<file path="src/rtl/window_scheduler.sv">
// Frame sequencer for the 3x3 window generator: gates the raster source stream,
// forwards pixels one cycle later and reports the top-left coordinate of each interior window.
module window_scheduler #(
    parameter int IMG_W = 64,
    parameter int IMG_H = 64,
    parameter int DW    = 32
) (
    input  logic          clk,
    input  logic          reset_FSM_n,
    input  logic          start,
    input  logic [DW-1:0] s_pixel,
    input  logic          s_valid,
    output logic          s_ready,
    output logic [DW-1:0] gen_pixel,
    output logic          gen_ren,
    output logic          gen_reset,
    output logic          win_valid,
    input  logic          win_ready,
    output logic [11:0]   win_row,
    output logic [11:0]   win_col,
    output logic          busy,
    output logic          done
);
    typedef enum logic [1:0] {IDLE, CLEAR, STREAM, FLUSH} state_t;

    localparam logic [11:0] LAST_COL = 12'(IMG_W - 1);
    localparam logic [11:0] LAST_ROW = 12'(IMG_H - 1);

    state_t        state_q, state_d;
    logic [11:0]   row_q, row_d;
    logic [11:0]   col_q, col_d;
    logic [DW-1:0] gen_pixel_q, gen_pixel_d;
    logic          gen_ren_q, gen_ren_d;
    logic          win_valid_q, win_valid_d;
    logic [11:0]   win_row_q, win_row_d;
    logic [11:0]   win_col_q, win_col_d;
    logic          done_q, done_d;
    logic          accept;
    logic          win_hs;

    always_comb begin
        state_d     = state_q;
        row_d       = row_q;
        col_d       = col_q;
        gen_pixel_d = gen_pixel_q;
        gen_ren_d   = 1'b0;
        win_valid_d = win_valid_q;
        win_row_d   = win_row_q;
        win_col_d   = win_col_q;
        done_d      = 1'b0;
        s_ready     = 1'b0;
        accept      = 1'b0;
        win_hs      = win_valid_q && win_ready;

        if (win_hs) begin
            win_valid_d = 1'b0;
        end

        case (state_q)
            IDLE: begin
                if (start) begin
                    state_d = CLEAR;
                end
            end
            CLEAR: begin
                row_d       = 12'd0;
                col_d       = 12'd0;
                win_valid_d = 1'b0;
                state_d     = STREAM;
            end
            STREAM: begin
                // A pending window that is not being taken this cycle blocks the source.
                s_ready = !(win_valid_q && !win_ready);
                accept  = s_valid && s_ready;
                if (accept) begin
                    gen_ren_d   = 1'b1;
                    gen_pixel_d = s_pixel;
                    if (row_q >= 12'd2 && col_q >= 12'd2) begin
                        win_valid_d = 1'b1;
                        win_row_d   = row_q - 12'd2;
                        win_col_d   = col_q - 12'd2;
                    end
                    if (col_q == LAST_COL) begin
                        col_d = 12'd0;
                        row_d = row_q + 12'd1;
                    end else begin
                        col_d = col_q + 12'd1;
                    end
                    if (row_q == LAST_ROW && col_q == LAST_COL) begin
                        state_d = FLUSH;
                    end
                end
            end
            FLUSH: begin
                if (win_hs) begin
                    done_d  = 1'b1;
                    state_d = IDLE;
                end
            end
            default: state_d = IDLE;
        endcase
    end

    always_ff @(posedge clk or negedge reset_FSM_n) begin
        if (!reset_FSM_n) begin
            state_q     <= IDLE;
            row_q       <= 12'd0;
            col_q       <= 12'd0;
            gen_pixel_q <= '0;
            gen_ren_q   <= 1'b0;
            win_valid_q <= 1'b0;
            win_row_q   <= 12'd0;
            win_col_q   <= 12'd0;
            done_q      <= 1'b0;
        end else begin
            state_q     <= state_d;
            row_q       <= row_d;
            col_q       <= col_d;
            gen_pixel_q <= gen_pixel_d;
            gen_ren_q   <= gen_ren_d;
            win_valid_q <= win_valid_d;
            win_row_q   <= win_row_d;
            win_col_q   <= win_col_d;
            done_q      <= done_d;
        end
    end

    assign gen_pixel = gen_pixel_q;
    assign gen_ren   = gen_ren_q;
    assign gen_reset = (state_q == CLEAR);
    assign win_valid = win_valid_q;
    assign win_row   = win_row_q;
    assign win_col   = win_col_q;
    assign busy      = (state_q != IDLE);
    assign done      = done_q;

endmodule

</file>
<file path="config.mk">
export PLATFORM = sky130hd
export DESIGN_NAME = window_scheduler
export DESIGN_NICKNAME = d
export VERILOG_FILES = /design/src/rtl/window_scheduler.sv
export SDC_FILE = /design/constraint.sdc
export NUM_CORES = 1
export LEC_CHECK = 0
export ABC_AREA = 1
export CAP_MARGIN = 30
export CORE_ASPECT_RATIO = 1.1
export CORE_UTILIZATION = 39
export CTS_CLUSTER_DIAMETER = 150
export DETAILED_ROUTE_END_ITERATION = 8
export GPL_TIMING_DRIVEN = 0
export SLEW_MARGIN = 40
export SYNTH_ARGS = -nofsm -noshare
export SYNTH_HDL_FRONTEND = slang
export SYNTH_SLANG_ARGS = --single-unit
</file>
<file path="constraint.sdc">
create_clock -name clk -period 3 [get_ports clk]
set_clock_uncertainty 0.2 [all_clocks]
set_input_delay 0.6 -clock clk [delete_from_list [all_inputs] [get_ports clk]]
set_output_delay 0.6 -clock clk [all_outputs]
set_load 0.05 [all_outputs]
</file>
==> results of run 1 <==
## worst max-delay path, cell delays in order (launching register included)
cell and delay (ns):
dfrtp_1 0.42, inv_1 0.13, ha_1 0.33, inv_2 0.13, a21oi_1 0.14, dlygate4sd2_1 0.55
## worst paths after layout
| path | startpoint | to |
|---|---|---|
| worst max-delay path | state_q[0] | s_ready |
| worst min-delay path | gen_pixel[2] | gen_pixel[2] |
| worst max register to register | state_q[0] | win_col[10] |
| worst min register to register | gen_pixel[2] | gen_pixel[2] |
| max in group asynchronous | reset_FSM_n | col_q[6] |
| min in group asynchronous | reset_FSM_n | win_row[7] |
## final cells by class
cell class                      instances  area, um2
Fill cell                            1079       4980
Sequential cell                        85       2130
Multi-Input combinational cell        405       1970
Timing Repair Buffer                  100       1020
Clock buffer                           11        253
Tap cell                              147        184
Inverter                               43        161
Buffer                                 18        119
Clock inverter                          4       95.1
## kinds of logic after synthesis
group,Yosys count,synth area share
AOI/OAI and AO/OA,44,0.0563
xor gates and xnor gates,21,0.0420
adders and majority gates,13,0.0371
buffers and inverters,61,0.0640
DFF,85,0.485
and+or+nand+nor,327,0.315
## cells in the final DEF (no fill, tap or decap), types with 2 or more instances in the layout
cell             Yosys  layout
clkbuf_8             0       2
nand2_2              5       5
o21ai_0             30      30
xnor2_1              3       3
nand4_1              8       8
o21ai_1              2       2
inv_2                3       3
ha_1                13      13
or2_2                2       2
buf_2                7       7
a21oi_1              2       2
dfrtp_1             85      85
clkdlybuf4s50_1      0      96
o22ai_1              4       4
inv_1               40      40
clkbuf_16            0       9
nand3_1             34      34
clkbuf_1             4       4
nand3_2              2       2
nor2_4               4       4
o21ai_2              5       5
nor2_1              33      33
nand2_1            231     231
bufinv_16            0       3
buf_6                5       6
xor2_1              18      18
nor3_1               4       4
## metal layers
metal,wire (um),vias up,track usage
met3,856,9,0.0704
met2,4750,112,0.304
met4,151,0,0.0732
met1,4690,1753,0.255
met5,0,-,0
li1,-,1943,-
## synthesized netlist by cell type (2+ instances only)
library cell | n | area, um2
nand2_1 | 231 | 867
dfrtp_1 | 85 | 2130
inv_1 | 40 | 150
nand3_1 | 34 | 170
nor2_1 | 33 | 124
o21ai_0 | 30 | 150
xor2_1 | 18 | 158
ha_1 | 13 | 163
nand4_1 | 8 | 50.1
buf_2 | 7 | 35.0
buf_6 | 5 | 56.3
nand2_2 | 5 | 31.3
o21ai_2 | 5 | 43.8
clkbuf_1 | 4 | 15.0
nor2_4 | 4 | 45.0
nor3_1 | 4 | 20.0
o22ai_1 | 4 | 25.0
inv_2 | 3 | 11.3
xnor2_1 | 3 | 26.3
a21oi_1 | 2 | 10.0
nand3_2 | 2 | 20.0
o21ai_1 | 2 | 10.0
or2_2 | 2 | 12.5
## metrics by stage
stage	setup slack, ns	TNS, ns	hold slack, ns	instance area, um2	utilization
after floorplan	0.576	0	0.104	4380	-
after global routing	0.0363	0	0.293	5930	0.544
after CTS	0.118	0	0.277	5930	0.544
after global placement	-2.08	-176.00	0.253	5550	0.508
after detailed placement	0.0645	0	0.261	5580	0.511
final	0.157	0	0.270	5930	0.544
## state kept, by name, summed over array words and instances (netlist names)
signal / cells
col_q: 12
win_valid: 1
row_q: 12
gen_pixel: 32
win_row: 12
gen_ren: 1
done: 1
state_q: 2
win_col: 12
## report_power, final
part,internal (uW),switching [uW],total [uW]
Sequential,1460,193,1650
Combinational,856,1850,2700
Clock,853,444,1300
## what timing repair did
| action | in CTS | in global routing |
|---|---|---|
| hold buffers | 1 | 0 |
| hold endpoints to repair | 37 | 0 |
| resized for setup | 1 | 0 |
| setup endpoints to repair | 1 | 0 |
==> summary by stage, run 1 <==
STA
The final critical path time including I/O delays and setup is ~2.8 ns. Derived from the worst setup path, the maximum achievable clock frequency is between 300 and 400 MHz. The max-slew violation count is 0. The final count of hold timing violations is 0.

The part of the cycle the worst path needs is 0.948. The transition time of the tightest slew-check pin is 0.537 ns. Measured against its own limit, the worst slew margin works out to 0.641. The setup violation total in the final timing report is 0. Setup repair after global routing left no endpoint under its margin.

Yosys
When the netlist entered floorplanning its net count stood at 601. In this run, distinct cell masters in the synthesized netlist total 30. The average cell area after synthesis is 7.95 um2. For this run, asynchronously set or reset flops after synthesis account for 1.00. The number of synthesis warnings is 0. The share of the yosys chip area belonging to registers is 0.485. Synthesis inferred 85 register bits.

The mapped netlist covers 0.00438 mm2. In the synthesized netlist the dominant register cell turns out to be dfrtp_1. Counting flops with a built-in enable in the synthesized netlist gives 0.

Synthesis handed over a netlist of 551 instances.

Die
The floorplan step defined a die boundary enclosing 0.0117 mm2. The number of rows in the core area is 40. The floorplan step set the die width to about 100 um. The initial utilization of the core area, before any placement, comes to 0.402. The floorplan step set the die height to between 100 and 150 um. The total core area is 0.0109 mm2. ~100 I/O pins were placed.

Pwr
The worst supply voltage drop on vdd is between 500 and 600 uV. The power density normalized to cell area is 953 mW/mm2. For this design the static power due to leakage is around 0.0030 uW. The design draws between 5000 and 6000 uW.

Flow run
The number of max-cap violations is 0.

Setup path
Across all register-to-register paths, the minimum setup slack is 0.83 ns. The worst endpoint data arrival time is between 2 and 2.5 ns. By startpoint and endpoint, the worst setup path is classified as register to output port. At the worst endpoint, the required time is between 2 and 2.5 ns. The largest fanout on the critical path is 7. STA classifies the critical path endpoint as an output port. The number of cells on the worst reg-to-reg path is 10. The kind of launch point of the worst setup path is a register.

Placement
The final HPWL from detailed placement is 7.68 mm. The count of buffers added on input and output ports is 98. The number of placed instances, taps included, is 797. The final RePlAce weighted congestion is 0.819.

Clocking
The post-CTS setup buffer count is 0. The number of buffers on the longest clock path is 2. TritonCTS built the clock tree. The clock transition at the registers of the reported paths is around 0.060 ns. The total CTS buffers is 9. The count of clock tree sinks is 85. At the later pin of the worst-skew pair, clock insertion delay measures 0.34 ns.

The clock tree root buffer cell is clkbuf_16. In this run the number of H-tree levels came out at 3.

Detailed routing
The count of nets left with antenna violations once routing finished came out at 0. The detailed-route vias per instance is 4.69. The pre-antenna-repair detailed-routing pass consisted of 4 iterations. The initial detailed-routing violation count is 162. The detailed-route wire length per cell is 12.9 um. The final route contains 3,817 vias. The final wirelength is between 10 and 15 mm. The number of remaining DRC errors is 0.

Global routing
The first-pass GRT wire length is 17.9 mm. The largest net degree at the start of global routing is roughly 50. The number of antenna violations at the first check in global routing was 0.

The total congestion overflow is 0. The overall track demand over capacity in global routing is 0.198. The via count of the first global-routing pass came to 3,767.

Final layout
The final cell count without fillers is 813. Of the cells placed in the final design, the portion with a size suffix greater than 1 is 0.0826. In the final design database the tool counted ~710 nets. The synthesis-to-finish area growth is 35.4%.

The number of diodes is 0.

Worst hold path
The class of the tightest hold or removal check is register to register. The worst hold path depth is 2.

Outcome
The run finished with clean final reports.
(Power assumes the default switching activity.)
==> run 2, diff against run 1 <==
Settings changed: SKIP_LAST_GASP set to 1.
==> results of run 2 <==
No change in the layout: final DEF, timing and power equal those of run 1.
